<file path="src/rtl/instr_fetch.sv">
// Instruction fetch unit: fetch pointer, 1-cycle imem latency, IR handshake.
// Optional FETCH_PERF_EN adds the fetch_count accept counter.
module instr_fetch #(
  parameter logic [31:0] RESET_PC = 32'h0000_0000
) (
  input  logic        clk,
  input  logic        rst_n,
  input  logic        fetch_req,
  input  logic        ir_ready,
  input  logic        redirect,
  input  logic [31:0] redirect_pc,
  input  logic [31:0] im_dout,
  output logic [9:0]  im_addr,
  output logic [31:0] ir,
  output logic        ir_valid,
  output logic [31:0] pc,
  output logic [31:0] pc_plus4,
  output logic        fetch_err
`ifdef FETCH_PERF_EN
  ,
  output logic [31:0] fetch_count
`endif
);

  typedef enum logic [1:0] {
    IDLE,
    ISSUE,
    CAPTURE,
    VALID
  } state_e;

  state_e      state_q, state_d;
  logic [31:0] fpc_q, fpc_d;
  logic [31:0] pc_q, pc_d;
  logic [31:0] ir_q, ir_d;
  logic        ir_valid_q, ir_valid_d;
  logic        err_q, err_d;
  logic        accept;

  assign accept = ir_valid_q & ir_ready;

  always_comb begin
    state_d    = state_q;
    fpc_d      = fpc_q;
    pc_d       = pc_q;
    ir_d       = ir_q;
    ir_valid_d = ir_valid_q;
    err_d      = err_q;
    if (redirect) begin
      // Redirect wins; any in-flight word is simply never captured.
      fpc_d = {redirect_pc[31:2], 2'b00};
      err_d = err_q | (|redirect_pc[1:0]);
      unique case (state_q)
        IDLE:    state_d = fetch_req ? ISSUE : IDLE;
        ISSUE,
        CAPTURE: state_d = ISSUE;
        VALID: begin
          ir_valid_d = 1'b0;
          state_d    = IDLE;
        end
        default: state_d = IDLE;
      endcase
    end else begin
      unique case (state_q)
        IDLE:  if (fetch_req) state_d = ISSUE;
        ISSUE: state_d = CAPTURE;
        CAPTURE: begin
          ir_d       = im_dout;
          pc_d       = fpc_q;
          ir_valid_d = 1'b1;
          state_d    = VALID;
        end
        VALID: begin
          if (ir_ready) begin
            ir_valid_d = 1'b0;
            fpc_d      = fpc_q + 32'd4;
            state_d    = IDLE;
          end
        end
        default: state_d = IDLE;
      endcase
    end
  end

  always_ff @(posedge clk) begin
    if (!rst_n) begin
      state_q    <= IDLE;
      fpc_q      <= RESET_PC;
      pc_q       <= RESET_PC;
      ir_q       <= 32'h0;
      ir_valid_q <= 1'b0;
      err_q      <= 1'b0;
    end else begin
      state_q    <= state_d;
      fpc_q      <= fpc_d;
      pc_q       <= pc_d;
      ir_q       <= ir_d;
      ir_valid_q <= ir_valid_d;
      err_q      <= err_d;
    end
  end

`ifdef FETCH_PERF_EN
  logic [31:0] cnt_q, cnt_d;

  assign cnt_d       = accept ? cnt_q + 32'd1 : cnt_q;
  assign fetch_count = cnt_q;

  always_ff @(posedge clk) begin
    if (!rst_n) cnt_q <= 32'h0;
    else        cnt_q <= cnt_d;
  end
`else
  logic unused_accept;
  assign unused_accept = accept;
`endif

  assign im_addr   = fpc_q[11:2];
  assign ir        = ir_q;
  assign ir_valid  = ir_valid_q;
  assign pc        = pc_q;
  assign pc_plus4  = pc_q + 32'd4;
  assign fetch_err = err_q;

endmodule

</file>
<file path="config.mk">
export PLATFORM = sky130hd
export DESIGN_NAME = instr_fetch
export DESIGN_NICKNAME = d
export VERILOG_FILES = /design/src/rtl/instr_fetch.sv
export SDC_FILE = /design/constraint.sdc
export NUM_CORES = 1
export LEC_CHECK = 0
export BUFFER_PORTS_ARGS = -buffer_cell sky130_fd_sc_hd__buf_2
export CORE_MARGIN = 1
export CORE_UTILIZATION = 45
export CTS_CLUSTER_SIZE = 12
export DETAILED_ROUTE_END_ITERATION = 8
export PLACE_DENSITY_LB_ADDON = 0.08
export SLEW_MARGIN = 20
export SYNTH_ARGS = -nofsm -noshare
export SYNTH_HDL_FRONTEND = slang
export SYNTH_SLANG_ARGS = --single-unit
</file>
<file path="constraint.sdc">
create_clock -name clk -period 1.9 [get_ports clk]
set_clock_uncertainty 0.1 [all_clocks]
set_input_delay 0.095 -clock clk [delete_from_list [all_inputs] [get_ports clk]]
set_output_delay 0.095 -clock clk [all_outputs]
set_load 0.005 [all_outputs]
</file>
# Word level (Yosys, flattened, before mapping)
# Index checks and enable logic that the tools add are counted.
# totals
word_cells	43
rom_bits	0
mem_bits_rw	0
inputBits	69
memories	0
latchBits	0
register_bits	100
# op_classes
n_eq_ne	6
n_addsub	2
shifts	0
n_mul	0
magnitude_cmp	0
reduce_logical	12
bitwise	3
div_mod_pow	0
mux	13
# ops
cell	count
$mux W32	3
$add A32 B3 Y32 const B	2
$pmux W2 S4	1
$reduce_and A2 Y1	4
$mux W2	3
$ne A3 B3 Y1 const B	2
$pmux W2 S3	1
$reduce_bool A2 Y1	3
$reduce_or A2 Y1	3
$eq A2 B2 Y1 const B	2
$mux W1	4
$reduce_and A3 Y1	1
$eq A2 B1 Y1 const B	1
$logic_not A2 Y1	1
$ne A2 B1 Y1 const B	1
$not A1 Y1	2
$pmux W1 S2	1
$or A1 B1 Y1	1

# Logic depth before layout (Yosys ltp)
# Gate-level depths: netlist (run 1).
# logic_depth
depth_word	4
depth_mapped	7
mapped_depth_nobuf	6

# Worst setup path before layout (run 1)
# OpenSTA, ideal clock, no wires.
# synth_timing
path_type	register to register
from	register state_q[1]
to	register fpc_q[21]
arrival_time_ns	1.843
path_stages_with_launch	6
required_time_ns	1.726
slack_ns	-0.118
n_path_buf	0
period_less_slack_ns	2.018
path_cell_list	dfxtp_1 -> ha_1 -> nand4_1 -> or4_4 -> or4_1 -> a31oi_1
# synth_via
elab_chain_cells	3
# synth_rtl
item	line	rtl
start, declared	32	state_e state_q, state_d;
start signal, assigned	94	state_q <= state_d;
$eq A2 B2 Y1	64	unique case (state_q)
$reduce_bool A2 Y1 (no line)	n/a	
$reduce_and A2 Y1 (no line)	n/a	
end signal, assigned	95	fpc_q <= fpc_d;
end, declared	33	logic [31:0] fpc_q, fpc_d;
# Every way passes these cells.
# A chain may end at the register's enable or synchronous reset.

# Worst setup path after layout (run 1)
# layout_timing
from	register pc_q[8], in the netlist pc[8]
to	output pc_plus4[30]
# layout_via
elab_chain_cells	1
# layout_rtl
item	line	rtl
start, declared	34	logic [31:0] pc_q, pc_d;
start signal, assigned	96	pc_q <= pc_d;
$add A32 B3 Y32	122	assign pc_plus4 = pc_q + 32'd4;
end, declared	17	output logic [31:0] pc_plus4,
# Every way passes these cells.

==> results.toml, run 1 <==
[status]
status = "complete, but fails checks"
violations = "negative setup slack"

[synth]
synth-warning-count = 0
ys.flop_type = "dfxtp_1"
ys_seq_area_share_pct = 38.08
ys_ff_latch = 96
synth_cells = 635
netlist_area_mm2 = 0.005047
yosys.cell_types.count = 46
synth_edf_count = 0
ys_async_sr_fraction_pct = 0
syn_avg_cell_area_um2 = 7.949

[place]
io_buffers = 172
dp_hpwl_mm = 10.61
place.gp.congestion = 0.8863

[floorplanning]
core_area_mm2 = 0.01089
io_pins = 177
dieHeight_um = 107.9
rows = 38
die_width_um = 107.9
start_util_pct = 46.36
fp.dieArea_mm2 = 0.01164

[detailed_routing]
viasPerCell = 5.281
drtAntennaViolNets = 0
drt-total-wl_mm = 15.85
routedWlPerCell_um = 14.98
drt_iter0_drc = 364
drc = 0
firstDrtPassIters = 5
vias = 5587

[cts]
cts-buffers-inserted = 9
numClockSinks = 96
clkTransAtPathRegs_ps = 90
cts_tree = "yes"
cts_root_buf = "clkbuf_8"
clk_latency_ps = 370
cts_htree_levels = 3
clock_tree.buffer_depth = 2

[global_routing]
grt_antenna_before_repair = 0
grt_max_degree = 43
overflow = 0
grt_pass1_vias = 5368
grt_use_total_pct = 27.38
grt_pass1_wl_mm = 25.47

[setup_path]
max_stage_delay_ps = 340
crit_fanout = 4
reg2reg_to = "fpc_q[25]$_SDFFE_PN0P_"
regToRegSetupSlack_ps = 20
path_cells = "and4_4 > nand4_1 > buf_4 > nor4_4 > xor2_1 > buf_2"
r2r-start = "state_q[0]$_SDFFE_PN0P_"
cp.required_ps = 1700
end_kind = "output port"
ff2ff_path_depth = 6
critPathSlowestCell = "dfxtp_1"
worstSetupPathType = "reg2out"
critical_path_arrival_ps = 1820
cp-start-kind = "register"
startpoint = "pc[8]$_SDFFE_PN0P_"
crit_path_end = "pc_plus4[30]"

[layout]
antenna_cells = 0
fillers = 920
syn_to_final_growth_pct = 50.77
drive_above_1_share_pct = 35.51
nets = 988

[power]
p_leak_uw = 0.003412
power_uw = 4036
max-vdd-ir-drop_v = 0.0003352
power_density_mw_per_mm2 = 530.4

[sta]
setup_viol_count_final = 17
period_needed_ps = 2020
rsz0062_at_grt = "true"
final.period_utilization_pct = 106.3
finalHoldViolCount = 0
slew_violations = 0
clock.fmax_mhz = 495.2
hold-worst-slack_ps = 25.96
fin_ws_ps = -119.5

[min_path]
hold_path_class = "in2reg"

[run]
drv_cap = 0
power breakdown:
part | total [µW] | switching, µW | internal [µW] | leakage, µW
clock | 1310 | 697 | 610 | 0.0000876
sequential | 2150 | 70.1 | 2080 | 0.000791
combinational | 584 | 261 | 323 | 0.00253
logic make-up after synthesis:
logic type,after synthesis,synth area share (%)
AO/OA/AOI/OAI,127,17.58
XOR/XNOR,41,7.114
adder cells (fa/ha/maj),6,1.487
buffers and inverters,62,6.073
flip-flops,96,38.08
multiplexers,3,0.5950
other,1,0.07430
AND/OR/NAND/NOR,299,29.00
per-layer routing:
layer	GRT usage, %	vias up	wire length, µm	share of wire, %
met1	33.96	2576	6980	44
met2	47.39	214	7685	48
met3	3.329	32	737	4.6
met5	0	-	0	0
met4	12.33	0	447	2.8
li1	-	2765	-	-
flip-flops by register name, summed over array words and instances, names as in the netlist:
name,count
fetch_err,1
state_q,2
fpc_q,30
pc,30
ir,32
ir_valid,1
per-stage QoR:
stage / setup TNS, ps / util, % / area, µm² / std cells / setup slack, ps
3_3_place_gp: 0 / 58.45 / 6364 / 961 / 19.75
3_5_place_dp: -33.72 / 58.45 / 6364 / 961 / -19.19
5_1_grt: -2946 / 69.89 / 7610 / 1058 / -222.3
4_1_cts: -1224 / 68.13 / 7418 / 1051 / -126.9
6_report: -1283 / 69.89 / 7610 / 1058 / -119.5
2_1_floorplan: 0 / - / 5072 / 638 / 16.78
critical path: cells and delay by family, from the launching register on:
family	cells	cell delay (ps)
buffers and inverters	2	330
xor gates and xnor gates	1	180
and+or+nand+nor	3	590
DFF	1	340
synthesized netlist by cell type (all sizes together) (2+ instances only):
| cell | number | share of area (%) |
|---|---|---|
| a32oi | 5 | 0.87 |
| o2111ai | 2 | 0.35 |
| xnor2 | 17 | 2.9 |
| a31oi | 7 | 0.87 |
| ha | 6 | 1.5 |
| and3 | 12 | 1.5 |
| a21boi | 62 | 9.2 |
| a21oi | 8 | 0.79 |
| inv | 9 | 0.67 |
| and4 | 11 | 1.9 |
| buf | 15 | 2.3 |
| dfxtp | 96 | 38 |
| and2 | 6 | 0.74 |
| nor2b | 2 | 0.25 |
| xor2 | 24 | 4.2 |
| o311a | 2 | 0.40 |
| or4 | 8 | 1.3 |
| or3 | 2 | 0.25 |
| mux2i | 3 | 0.59 |
| nand3b | 2 | 0.30 |
| o21a | 3 | 0.45 |
| o21ai | 25 | 2.5 |
| nor3 | 10 | 0.99 |
| nand2 | 154 | 11 |
| nand2b | 6 | 0.74 |
| nor2 | 15 | 1.1 |
| nand3 | 34 | 3.4 |
| nand4 | 18 | 2.5 |
| o211a | 4 | 0.79 |
| clkbuf | 38 | 3.1 |
| o31ai | 4 | 0.59 |
| nor4b | 3 | 0.52 |
| nor4 | 15 | 1.9 |
placed cells by master, fill, tap and decap left out, drive strengths merged, types with 10 or more instances in the layout:
master / instances
nor2: 15
a21boi: 62
nand2: 154
nand4: 18
and3: 12
and4: 11
o21ai: 25
dfxtp: 96
xor2: 24
nand3: 34
nor3: 10
buf: 252
xnor2: 17
clkbuf: 13
dlygate4sd3: 65
nor4: 15
worst min-delay path by stage:
stage                                   end           start  depth (start not counted)
floorplan             fpc_q[4]$_SDFFE_PN0P_  redirect_pc[4]                          1
global placement      fpc_q[4]$_SDFFE_PN0P_  redirect_pc[4]                          2
detailed placement    fpc_q[4]$_SDFFE_PN0P_  redirect_pc[4]                          2
CTS                 state_q[0]$_SDFFE_PN0P_       fetch_req                          4
global route        state_q[0]$_SDFFE_PN0P_       fetch_req                          4
finish              state_q[0]$_SDFFE_PN0P_       fetch_req                          4
repair_timing:
| action | CTS | global route |
|---|---|---|
| hold buffers | 65 | 0 |
| endpoints found under the hold margin | 63 | 0 |
| setup buffers | 9 | 7 |
| gates resized for setup | 43 | 36 |
| gates cloned | 0 | 0 |
| pin swaps | 11 | 10 |
| setup endpoints to repair | 27 | 30 |
final cells by class:
| cell class | count | area (µm²) | area share (%) |
|---|---|---|---|
| clock buffers | 13 | 138.9 | 1.825 |
| well taps | 140 | 175.2 | 2.302 |
| clock inverters | 3 | 42.54 | 0.5590 |
| repair buffers | 317 | 2157 | 28.35 |
| flip-flops and latches | 96 | 1954 | 25.68 |
| multi-input cells | 480 | 3108 | 40.84 |
| inverters | 9 | 33.78 | 0.4439 |
(Power assumes the default switching activity.)
==> inputs of run 2 (changes only) <==
--- a/config.mk
+++ b/config.mk
@@ -5,13 +5,14 @@
 export SDC_FILE = /design/constraint.sdc
 export NUM_CORES = 1
 export LEC_CHECK = 0
-export BUFFER_PORTS_ARGS = -buffer_cell sky130_fd_sc_hd__buf_2
 export CORE_MARGIN = 1
 export CORE_UTILIZATION = 45
 export CTS_CLUSTER_SIZE = 12
 export DETAILED_ROUTE_END_ITERATION = 8
+export DONT_BUFFER_PORTS = 1
 export PLACE_DENSITY_LB_ADDON = 0.08
 export SLEW_MARGIN = 20
 export SYNTH_ARGS = -nofsm -noshare
 export SYNTH_HDL_FRONTEND = slang
 export SYNTH_SLANG_ARGS = --single-unit
+export TNS_END_PERCENT = 10
==> results.toml, run 2 (same netlist as run 1, synthesis figures left out) <==
[global_routing]
overflow = 0
grt_use_total_pct = 25.92
grt_antenna_before_repair = 0
grt_pass1_wl_mm = 23.46
grt_pass1_vias = 4881
grt_max_degree = 114

[detailed_routing]
viasPerCell = 5.648
drt-total-wl_mm = 14.96
routedWlPerCell_um = 17.00
drt_iter0_drc = 277
drc = 0
firstDrtPassIters = 5
drtAntennaViolNets = 0
vias = 4970

[setup_path]
cp-start-kind = "register"
max_stage_delay_ps = 360
end_kind = "output port"
ff2ff_path_depth = 6
critical_path_arrival_ps = 1810
path_buf_inv = 0
cp.required_ps = 1700
crit_fanout = 7
worstSetupPathType = "reg2out"
critPathSlowestCell = "dfxtp_1"
path_delay_family = "simple AND/OR/NAND/NOR gates"
path_cells = "and4_4 > nand4_1 > nor4_2 > xor2_1"
cp_num_cells = 4

[place]
dp_hpwl_mm = 9.586
dp_slack_ps = -51.55
place.gp.congestion = 0.8454
io_buffers = 0

[power]
power_density_mw_per_mm2 = 637.7
comb_power_share_pct = 11.8
p_leak_uw = 0.002534
sw_frac_of_total_pct = 23.91
power_switching_uw = 1025
max-vdd-ir-drop_v = 0.0004373
pwr-share-seq_pct = 50.1
p_clk_share_pct = 38.2
internal_power_uw = 3263
power_uw = 4288

[layout]
largest_reg_flops = 32
syn_to_final_growth_pct = 33.22
final_common_cell = "nand2_1"
antenna_cells = 0
drive_above_1_share_pct = 16.89
layout_common_cells = "nand2_1 (150), dfxtp_1 (81), dlygate4sd3_1 (78), a21boi_0 (62), buf_4 (54)"
nets = 810
fillers = 950

[sta]
tightestPinTransition_ps = 524.8
relSlewSlack_pct = 64.90
fin_ws_ps = -109.9
slew_violations = 0
clock.fmax_mhz = 497.5
final.period_utilization_pct = 105.8
period_needed_ps = 2010
finalHoldViolCount = 0
rsz0062_at_grt = "true"
setup_viol_count_final = 11

[floorplanning]
fp.dieArea_mm2 = 0.01164
dieHeight_um = 107.9
core_area_mm2 = 0.01089
io_pins = 177
die_width_um = 107.9
rows = 38
start_util_pct = 46.36

[cts]
numClockSinks = 96
clkTransAtPathRegs_ps = 100
cts_htree_levels = 3
clock_tree.buffer_depth = 2
clk_latency_ps = 360
cts_root_buf = "clkbuf_8"
cts-buffers-inserted = 9
cts_tree = "yes"

[min_path]
hold_path_class = "in2reg"
whs_path_depth = 2

[status]
status = "complete, but fails checks"
violations = "negative setup slack"

[run]
drv_cap = 0
## run 2: final cells by class
cell class | count | area, µm² | area share, %
Clock inverter | 5 | 103.9 | 1.544
Clock buffer | 11 | 141.4 | 2.103
Tap cell | 140 | 175.2 | 2.605
Multi-Input combinational cell | 480 | 3008 | 44.73
Sequential cell | 96 | 1946 | 28.94
Inverter | 9 | 33.78 | 0.5024
Timing Repair Buffer | 139 | 1316 | 19.58
## run 2: power by group through the flow
stage / registers (µW) / clock network [µW] / logic [µW]
final: 2150 / 1640 / 505
after global routing: 2160 / 1760 / 551
after global placement: 2190 / 0 / 316
after detailed placement: 2190 / 0 / 323
after floorplan: 2200 / 0 / 243
after CTS: 2140 / 1670 / 493
## run 2: worst register-to-register path: cells and delay by family, from the launching register on
kind | cells | cell delay [ps]
AND/OR/NAND/NOR | 4 | 1050
adder cells (fa/ha/maj) | 1 | 170
flip-flops | 1 | 390
buffers and inverters | 1 | 190
## run 2: worst paths after layout
kind,slack [ps],startpoint,endpoint
hold / removal,40,redirect,fpc_q[8]$_SDFFE_PN0P_
setup reg to reg,-40,state_q[1]$_SDFFE_PN0P_,fpc_q[31]$_SDFFE_PN0P_
setup / recovery,-110,pc[9]$_SDFFE_PN0P_,pc_plus4[26]
hold reg to reg,390,ir[14]$_SDFFE_PN0P_,ir[14]$_SDFFE_PN0P_
## run 2: layer usage
layer  GRT usage [%]  vias to the layer above  part of all wire [%]
met2           45.60                      188                    49
met1           30.75                     2341                    43
met4           9.980                        0                   2.4
li1                -                     2416                     -
met5               0                        -                     0
met3           5.448                       25                   6.2
## run 2: per-stage QoR
step / utilization [%] / instance area (µm²) / setup TNS, ps / cells / hold slack (ps)
CTS: 61.07 / 6649 / -652.1 / 880 / 4.693
floorplan: - / 5072 / 0 / 638 / 132.8
finish: 61.76 / 6724 / -523.5 / 880 / 36.37
detailed placement: 49.92 / 5435 / -111.4 / 780 / 129.4
global placement: 49.92 / 5435 / 0 / 780 / 123.4
global route: 61.76 / 6724 / -2835 / 880 / 37.71
## run 2: timing repair
action	4_1_cts	5_1_grt
setup endpoints to repair	23	31
buffers inserted	5	0
endpoints found under the hold margin	96	0
hold buffers	79	0
gates cloned	0	0
pin swaps	5	3
gates resized for setup	31	24
